--- src/rtl/flags_branch_if.sv ---
// Bundles the ALU-flag, step/branch request and PC/status signals exchanged
// between the sequencer side and flags_branch_unit.
interface flags_branch_if #(
  parameter int PC_WIDTH = 8
);
  logic                zero_in;
  logic                carry_in;
  logic                flag_we;
  logic                step;
  logic                br_valid;
  logic [2:0]          br_cond;
  logic [PC_WIDTH-1:0] br_target;
  logic                halt;
  logic [PC_WIDTH-1:0] pc;
  logic                zero_flag;
  logic                carry_flag;
  logic                br_taken;
  logic                flush;
  logic                cond_err;
  logic                halted;

  modport master (
    output zero_in, carry_in, flag_we, step, br_valid, br_cond, br_target, halt,
    input  pc, zero_flag, carry_flag, br_taken, flush, cond_err, halted
  );

  modport slave (
    input  zero_in, carry_in, flag_we, step, br_valid, br_cond, br_target, halt,
    output pc, zero_flag, carry_flag, br_taken, flush, cond_err, halted
  );
endinterface

--- src/rtl/flags_branch_unit.sv ---
// Z/C flag register, program counter and branch resolver with a RUN/FLUSH/HALTED
// sequencer; a taken branch squashes the following instruction via flush.
module flags_branch_unit #(
  parameter int                  PC_WIDTH = 8,
  parameter logic [PC_WIDTH-1:0] RESET_PC = '0
) (
  input logic            clk,
  input logic            rst,
  flags_branch_if.slave  bus
);

  localparam logic [1:0] ST_RUN    = 2'd0;
  localparam logic [1:0] ST_FLUSH  = 2'd1;
  localparam logic [1:0] ST_HALTED = 2'd2;

  localparam logic [2:0] C_NONE = 3'd0;
  localparam logic [2:0] C_JMP  = 3'd1;
  localparam logic [2:0] C_JZ   = 3'd2;
  localparam logic [2:0] C_JNZ  = 3'd3;
  localparam logic [2:0] C_JC   = 3'd4;
  localparam logic [2:0] C_JNC  = 3'd5;

  logic [1:0]          state;
  logic [PC_WIDTH-1:0] pc_q;
  logic                zero_q;
  logic                carry_q;
  logic                br_taken_q;
  logic                cond_err_q;

  logic                zf_eff;
  logic                cf_eff;
  logic                cond_rsvd;
  logic                cond_hit;

  function automatic logic eval_cond(input logic [2:0] cond, input logic zf, input logic cf);
    case (cond)
      C_NONE:  eval_cond = 1'b0;
      C_JMP:   eval_cond = 1'b1;
      C_JZ:    eval_cond = zf;
      C_JNZ:   eval_cond = ~zf;
      C_JC:    eval_cond = cf;
      C_JNC:   eval_cond = ~cf;
      default: eval_cond = 1'b0;
    endcase
  endfunction

  // Flags written this cycle are forwarded so a compare-and-branch pair
  // can resolve in a single step.
  always_comb begin
    zf_eff    = bus.flag_we ? bus.zero_in  : zero_q;
    cf_eff    = bus.flag_we ? bus.carry_in : carry_q;
    cond_rsvd = (bus.br_cond > C_JNC);
    cond_hit  = eval_cond(bus.br_cond, zf_eff, cf_eff);
  end

  always_ff @(posedge clk or posedge rst) begin
    if (rst) begin
      state      <= ST_RUN;
      pc_q       <= RESET_PC;
      zero_q     <= 1'b0;
      carry_q    <= 1'b0;
      br_taken_q <= 1'b0;
      cond_err_q <= 1'b0;
    end else begin
      br_taken_q <= 1'b0;
      cond_err_q <= 1'b0;
      case (state)
        ST_RUN: begin
          if (bus.halt) begin
            state <= ST_HALTED;
          end else begin
            if (bus.flag_we) begin
              zero_q  <= bus.zero_in;
              carry_q <= bus.carry_in;
            end
            if (bus.step) begin
              if (bus.br_valid && cond_rsvd) begin
                pc_q       <= pc_q + PC_WIDTH'(1);
                cond_err_q <= 1'b1;
              end else if (bus.br_valid && cond_hit) begin
                pc_q       <= bus.br_target;
                br_taken_q <= 1'b1;
                state      <= ST_FLUSH;
              end else begin
                pc_q <= pc_q + PC_WIDTH'(1);
              end
            end
          end
        end
        ST_FLUSH:  state <= bus.halt ? ST_HALTED : ST_RUN;
        ST_HALTED: if (!bus.halt) state <= ST_RUN;
        default:   state <= ST_RUN;
      endcase
    end
  end

  assign bus.pc         = pc_q;
  assign bus.zero_flag  = zero_q;
  assign bus.carry_flag = carry_q;
  assign bus.br_taken   = br_taken_q;
  assign bus.cond_err   = cond_err_q;
  assign bus.flush      = (state == ST_FLUSH);
  assign bus.halted     = (state == ST_HALTED);

endmodule

--- src/flat_wrapper.sv ---
// flat-port wrapper written by rule: the top's interface ports become plain ports
module flags_branch_unit_flat 
#(
  parameter int                  PC_WIDTH = 8,
  parameter logic [PC_WIDTH-1:0] RESET_PC = '0
)
  (clk, rst, bus_zero_in, bus_carry_in, bus_flag_we, bus_step, bus_br_valid, bus_br_cond, bus_br_target, bus_halt, bus_pc, bus_zero_flag, bus_carry_flag, bus_br_taken, bus_flush, bus_cond_err, bus_halted);
  flags_branch_if #(.PC_WIDTH(PC_WIDTH)) bus_i ();
  input logic clk;
  input logic rst;
  input wire logic [$bits(bus_i.zero_in)-1:0] bus_zero_in;
  input wire logic [$bits(bus_i.carry_in)-1:0] bus_carry_in;
  input wire logic [$bits(bus_i.flag_we)-1:0] bus_flag_we;
  input wire logic [$bits(bus_i.step)-1:0] bus_step;
  input wire logic [$bits(bus_i.br_valid)-1:0] bus_br_valid;
  input wire logic [$bits(bus_i.br_cond)-1:0] bus_br_cond;
  input wire logic [$bits(bus_i.br_target)-1:0] bus_br_target;
  input wire logic [$bits(bus_i.halt)-1:0] bus_halt;
  output wire logic [$bits(bus_i.pc)-1:0] bus_pc;
  output wire logic [$bits(bus_i.zero_flag)-1:0] bus_zero_flag;
  output wire logic [$bits(bus_i.carry_flag)-1:0] bus_carry_flag;
  output wire logic [$bits(bus_i.br_taken)-1:0] bus_br_taken;
  output wire logic [$bits(bus_i.flush)-1:0] bus_flush;
  output wire logic [$bits(bus_i.cond_err)-1:0] bus_cond_err;
  output wire logic [$bits(bus_i.halted)-1:0] bus_halted;
  assign bus_i.zero_in = bus_zero_in;
  assign bus_i.carry_in = bus_carry_in;
  assign bus_i.flag_we = bus_flag_we;
  assign bus_i.step = bus_step;
  assign bus_i.br_valid = bus_br_valid;
  assign bus_i.br_cond = bus_br_cond;
  assign bus_i.br_target = bus_br_target;
  assign bus_i.halt = bus_halt;
  assign bus_pc = bus_i.pc;
  assign bus_zero_flag = bus_i.zero_flag;
  assign bus_carry_flag = bus_i.carry_flag;
  assign bus_br_taken = bus_i.br_taken;
  assign bus_flush = bus_i.flush;
  assign bus_cond_err = bus_i.cond_err;
  assign bus_halted = bus_i.halted;
  flags_branch_unit #(.PC_WIDTH(PC_WIDTH), .RESET_PC(RESET_PC)) u_core (.clk(clk), .rst(rst), .bus(bus_i));
endmodule
--- config.mk ---
export PLATFORM = sky130hd
export DESIGN_NAME = flags_branch_unit_flat
export DESIGN_NICKNAME = d
export VERILOG_FILES = /design/src/rtl/flags_branch_if.sv /design/src/rtl/flags_branch_unit.sv /design/src/flat_wrapper.sv
export SDC_FILE = /design/constraint.sdc
export NUM_CORES = 1
export LEC_CHECK = 0
export ABC_AREA = 1
export BUFFER_PORTS_ARGS = -buffer_cell sky130_fd_sc_hd__buf_2
export CORE_MARGIN = 2
export CORE_UTILIZATION = 36
export CTS_BUF_LIST = sky130_fd_sc_hd__clkbuf_16
export CTS_CLUSTER_DIAMETER = 40
export CTS_CLUSTER_SIZE = 30
export DETAILED_ROUTE_END_ITERATION = 8
export PLACE_DENSITY = 0.74
export SLEW_MARGIN = 20
export SYNTH_ARGS = -nofsm -noshare
export SYNTH_HDL_FRONTEND = slang
export SYNTH_SLANG_ARGS = --single-unit
--- constraint.sdc ---
create_clock -name clk -period 1.05 [get_ports clk]
set_input_delay 0.0525 -clock clk [delete_from_list [all_inputs] [get_ports clk]]
set_output_delay 0.0525 -clock clk [all_outputs]
set_load 0.02 [all_outputs]
==> flow_summary.yaml, run 1 <==
grt:
  grt_max_degree: 15
  grt.overflow.total: 0
  grt_pass1_vias: 1015
  antenna_found_initial: 0
  grt_pass1_wl_um: 4333
  grt_use_total_pct: 20.77
worst_setup_path:
  critPathTopFamily: "simple AND/OR/NAND/NOR gates"
  crit_arrival_ns: 1.43
  start_kind: "register"
  r2r-end: "u_core.bus.pc[5]"
  path_common_cell: "nand2_2"
  timing.critical_path.cells: "nand2_2 -> nand2_2 -> nand3_2 -> nand3_4 -> buf_6 -> nand4_1 -> nand3_1 -> nand2_1"
  critPathRequiredTime_ns: 1.23
  slowest_delay_ns: 0.40
  crit_type: "register to register"
  r2r-start: "u_core.bus.zero_flag"
  r2r_cells: 8
  r2r_slack_ns: -0.20
  critPathCaptureType: "register"
  slowest_stage: "dfrtp_2"
  crit_fanout: 6
  cp_num_buf_inv: 1
power:
  leakage_nw: 0.7832
  power.density_mw_per_mm2: 1830
  peakVddDrop_mv: 1.185
  finalPower_mw: 2.704
synth:
  synthMuxAreaShare_pct: 0
  synth_fa_ha_area_share_pct: 1.393
  synth.distinct_cells: 18
  synth_compound_area_share_pct: 3.064
  synthXorXnorAreaFrac_pct: 4.875
  yosys_warnings: 0
  avgSynthCellArea_sq_um: 7.486
  syn_inst: 120
  syn_area_sq_um: 898.4
  synth_top_family_by_area: "simple AND/OR/NAND/NOR gates"
  mappedNetlistNets: 140
  synth-seq-area-share_pct: 39.00
  synth_seq_cells: 14
  synth-simple-area-share_pct: 41.50
die:
  die_h_um: 53.96
  initial_utilization_pct: 37.28
  die_w_um: 53.96
  io_pins: 33
  row_count: 18
  core_sq_mm: 0.002410
  die_area_sq_mm: 0.002911
layout:
  nets: 196
  stdcell_count: 205
  fillerInstances: 205
  diodes: 0
  drive_gt1_share_pct: 49.14
  final_util_pct: 61.32
  area_growth_pct: 64.48
  ff_latch_area_sq_um: 357.8
  multi_input_area_sq_um: 584.3
clock_tree:
  cts_max_level: 1
  cts_root_buf: "clkbuf_16"
  clock_sinks: 14
  clk_latency_ns: 0.24
  cts_tree: "built"
  max-clock-path-buffers: 2
  cts_inserted_buffers: 3
  clk_pin_slew_ns: 0.05
sta:
  post-route-min-period_ns: 1.247
  hold_ws_ns: 0.05497
  finalCritPeriodShare_pct: 118.7
  timing.fmax_mhz: 802.2
  hold_viol: 0
  clock_skew_ns: 0.001101
  slew_violations: 0
  tightest_slew_ns: 0.2886
  setup_violations: 12
  rsz0062_at_grt: "yes"
  timing.final.ws_setup_ns: -0.1965
  maxSlewHeadroom_pct: 80.74
routing:
  avgViaCountPerCell: 5.044
  drtIter0Drc: 21
  ant_nets: 0
  num_vias: 1034
  firstDrtPassIters: 4
  drc: 0
  wl_um: 2679
  wl_per_cell_um: 13.07
place:
  hpwl_um: 1820
  gp_congestion: 0.8684
  io_buffers: 32
  place_inst: 195
min_path:
  holdPathStages: 3
  min_from: "bus_halt"
  holdPathEnd: "u_core.state[1]"
  hold_class: "input port to register"
run_status:
  failed_checks: "setup timing"
  status: "complete, but fails checks"
flow_run:
  cap_violations: 0
[repair_timing]
item / in CTS / in global routing
hold buffers: 1 / 0
gates cloned: 2 / 0
endpoints found under the hold margin: 14 / 0
endpoints found under the setup margin: 12 / 16
gates resized for setup: 6 / 25
setup buffers: 1 / 3
pin swaps: 3 / 21
[power by group]
group          total (mW)  switching, mW  internal (mW)
combinational        1.15          0.619          0.533
clock               0.729          0.225          0.504
sequential          0.823          0.154          0.669
[logic make-up (layout without fill, tap and decap cells)]
| family | after synthesis | count (layout) |
|---|---|---|
| AND/OR/NAND/NOR | 72 | 74 |
| buffers and inverters | 24 | 77 |
| flip-flops | 14 | 14 |
| XOR/XNOR | 5 | 5 |
| AO/OA/AOI/OAI | 4 | 4 |
| adder cells (fa/ha/maj) | 1 | 1 |
[registers in the layout, indices dropped and copies added (netlist names)]
signal	cells
u_core.bus.br_taken	1
u_core.bus.carry_flag	1
u_core.bus.cond_err	1
u_core.bus.pc	8
u_core.bus.zero_flag	1
u_core.state	2
[placed cells by master, fill, tap and decap left out, drive strengths merged, types with 2 or more instances in the layout]
| master | Yosys | layout |
|---|---|---|
| nand4 | 9 | 9 |
| xnor2 | 2 | 2 |
| inv | 23 | 23 |
| buf | 1 | 49 |
| nand2 | 37 | 38 |
| clkbuf | 0 | 3 |
| nor2 | 8 | 8 |
| dfrtp | 14 | 14 |
| nand3 | 18 | 19 |
| xor2 | 3 | 3 |
[worst max-delay path by stage]
stage,endpoint,slack (ns),start,cells past startpoint
CTS,u_core.bus.pc[0],-0.17,u_core.bus.zero_flag,9
floorplan,u_core.bus.pc[6],-0.15,u_core.bus.pc[0],7
detailed placement,u_core.bus.pc[0],-0.20,u_core.bus.zero_flag,9
finish,u_core.bus.pc[5],-0.20,u_core.bus.zero_flag,8
global route,u_core.bus.pc[5],-0.26,u_core.bus.pc[0],7
global placement,u_core.bus.pc[6],-0.16,u_core.bus.zero_flag,9
[worst reg2reg max path, delay by kind of cell (launching register included)]
kind / cells / cell delay [ns]
AND/OR/NAND/NOR: 7 / 0.63
buffers and inverters: 1 / 0.18
flip-flops: 1 / 0.40
[per-stage QoR]
stage,area (sq um),TNS [ns],setup WS (ns)
after floorplan,930.9,-1.125,-0.1492
final,1478,-1.336,-0.1965
after detailed placement,1229,-1.608,-0.2025
after global placement,1229,-1.281,-0.1596
after global routing,1478,-2.236,-0.2644
after CTS,1360,-1.435,-0.1679
[routing by layer]
layer / vias up / part of all wire, % / GRT usage (%) / routed length (um)
met3: 5 / 4.6 / 2.500 / 123
met2: 33 / 55 / 40.45 / 1478
li1: 498 / - / - / -
met1: 498 / 39 / 22.93 / 1036
met5: - / 0 / 0 / 0
met4: 0 / 1.5 / 6.410 / 40
[Yosys cell counts (all sizes together)]
cell type	count	share of area, %
buf	1	0.56
nand2	37	17
dfrtp	14	39
o21ai	1	0.56
a21oi	1	0.56
a21boi	1	1.3
ha	1	1.4
nand3	18	14
a31oi	1	0.70
nor2	8	3.6
xnor2	2	2.0
xor2	3	2.9
nand4	9	6.3
inv	23	9.6
[cell type report]
cell class	instances	area share, %
multi-input combinational	84	39.54
tap	30	2.540
sequential	14	24.22
timing repair buffer	50	22.52
inverter	23	5.842
clock buffer	3	5.080
clock inverter	1	0.2540
Note: power is estimated with default switching activity, not from simulation.
==> run 2: changes to the inputs <==
--- a/config.mk
+++ b/config.mk
@@ -14,6 +14,7 @@
 export CTS_CLUSTER_SIZE = 30
 export DETAILED_ROUTE_END_ITERATION = 8
 export PLACE_DENSITY = 0.74
+export SKIP_CTS_REPAIR_TIMING = 1
 export SLEW_MARGIN = 20
 export SYNTH_ARGS = -nofsm -noshare
 export SYNTH_HDL_FRONTEND = slang
==> flow_summary.yaml, run 2 (synthesis gave the netlist of run 1 again) <==
run_status:
  status: "complete, but fails checks"
  failed_checks: "setup timing"
worst_setup_path:
  timing.critical_path.cells: "nand2_2 -> nand2_2 -> nand2_2 -> nand2_4 -> nand2_4 -> nand3_4 -> nand2_1 -> nand3_1 -> nand2_1"
  crit_type: "register to register"
  path_common_cell: "nand2_2"
  critPathCaptureType: "register"
  critPathTopFamily: "simple AND/OR/NAND/NOR gates"
  critPathRequiredTime_ns: 1.23
  slowest_delay_ns: 0.41
  slowest_stage: "dfrtp_2"
  crit_fanout: 5
  crit_arrival_ns: 1.41
  cp_num_buf_inv: 0
  start_kind: "register"
sta:
  tightest_slew_ns: 0.2916
  post-route-min-period_ns: 1.235
  rsz0062_at_grt: "yes"
  setup_violations: 11
  hold_ws_ns: 0.05261
  maxSlewHeadroom_pct: 80.54
  hold_viol: 0
  timing.fmax_mhz: 809.9
  slew_violations: 0
  clock_skew_ns: 0.001236
  timing.final.ws_setup_ns: -0.1847
  finalCritPeriodShare_pct: 117.6
routing:
  drtIter0Drc: 13
  wl_um: 2570
  num_vias: 1024
  avgViaCountPerCell: 5.020
  ant_nets: 0
  drc: 0
  firstDrtPassIters: 4
  wl_per_cell_um: 12.60
layout:
  final_cell_mix: "nand2_1, buf_2, inv_1"
  area_growth_pct: 60.17
  diodes: 0
  drive_gt1_share_pct: 48.28
  largest_reg_flops: 8
  nets: 195
  stdcell_count: 204
  final_common_cell: "nand2_1"
die:
  die_area_sq_mm: 0.002911
  core_sq_mm: 0.002410
  initial_utilization_pct: 37.28
  die_w_um: 53.96
  die_h_um: 53.96
  io_pins: 33
  row_count: 18
place:
  hpwl_um: 1820
  gp_congestion: 0.8684
  io_buffers: 32
  place_inst: 195
clock_tree:
  cts_root_buf: "clkbuf_16"
  clock_sinks: 14
  clk_latency_ns: 0.24
  cts_max_level: 1
  cts_inserted_buffers: 3
  clk_pin_slew_ns: 0.05
  cts_tree: "built"
  max-clock-path-buffers: 2
grt:
  grt_pass1_vias: 949
  grt_max_degree: 15
  antenna_found_initial: 0
  grt_pass1_wl_um: 3933
  grt.overflow.total: 0
  grt_use_total_pct: 18.96
power:
  power.density_mw_per_mm2: 1837
  leakage_nw: 0.7737
  peakVddDrop_mv: 1.011
flow_run:
  cap_violations: 0
min_path:
  hold_class: "input port to register"
[run 2: cell count changes in the layout (fill, tap and decap cells not counted)]
cell	previous run	this run
nand3_2	1	3
buf_4	16	12
nand2_8	1	0
buf_6	6	8
xnor2_2	1	0
nand3_4	6	4
buf_2	27	28
nand2_2	6	7
xnor2_1	1	2
[run 2: area by class of cell]
| cell class | instances | area, sq um |
|---|---|---|
| timing repair buffer | 49 | 330.3 |
| fill | 215 | 970.9 |
| clock buffer | 3 | 75.07 |
| tap | 30 | 37.54 |
| multi-input combinational | 84 | 548.0 |
| inverter | 23 | 86.33 |
| clock inverter | 1 | 3.754 |
| sequential | 14 | 357.8 |
[run 2: power by group]
| group | internal, mW | switching, mW | leakage [nW] |
|---|---|---|---|
| Clock | 0.504 | 0.228 | 0.0385 |
| Sequential | 0.669 | 0.131 | 0.171 |
| Combinational | 0.521 | 0.591 | 0.564 |
| Total | 1.69 | 0.949 | 0.774 |
[run 2: per-stage QoR]
step / cell area, sq um / total power [mW] / setup TNS [ns] / utilization (%) / setup slack [ns]
2_1_floorplan: 930.9 / 1.347 / -1.125 / - / -0.1492
3_5_place_dp: 1229 / 1.758 / -1.608 / 50.99 / -0.2025
5_1_grt: 1439 / 2.808 / -2.371 / 59.71 / -0.2620
4_1_cts: 1308 / 2.496 / -1.835 / 54.26 / -0.2177
6_report: 1439 / 2.643 / -1.418 / 59.71 / -0.1847
3_3_place_gp: 1229 / 1.728 / -1.281 / 50.99 / -0.1596
[run 2: worst min-delay path, stage by stage]
cell	delay (ns)
buf_2	0.09
inv_1	0.06
a21oi_1	0.05
[run 2: worst paths after layout]
kind	endpoint	from	slack (ns)	cells past startpoint
min in group asynchronous	u_core.bus.carry_flag	rst	0.35	4
max in group asynchronous	u_core.bus.pc[1]	rst	0.52	4
worst min register to register	u_core.bus.pc[7]	u_core.bus.pc[7]	0.56	2
worst max register to register	u_core.bus.pc[1]	u_core.bus.zero_flag	-0.18	9
worst min-delay path	u_core.state[1]	bus_halt	0.05	3
worst max-delay path	u_core.bus.pc[1]	u_core.bus.zero_flag	-0.18	9
[run 2: metal layers]
layer	GRT usage, %	part of all wire, %
met1	21.03	39
met2	36.38	54
met3	2.500	4.7
met4	6.410	1.8
met5	0	0
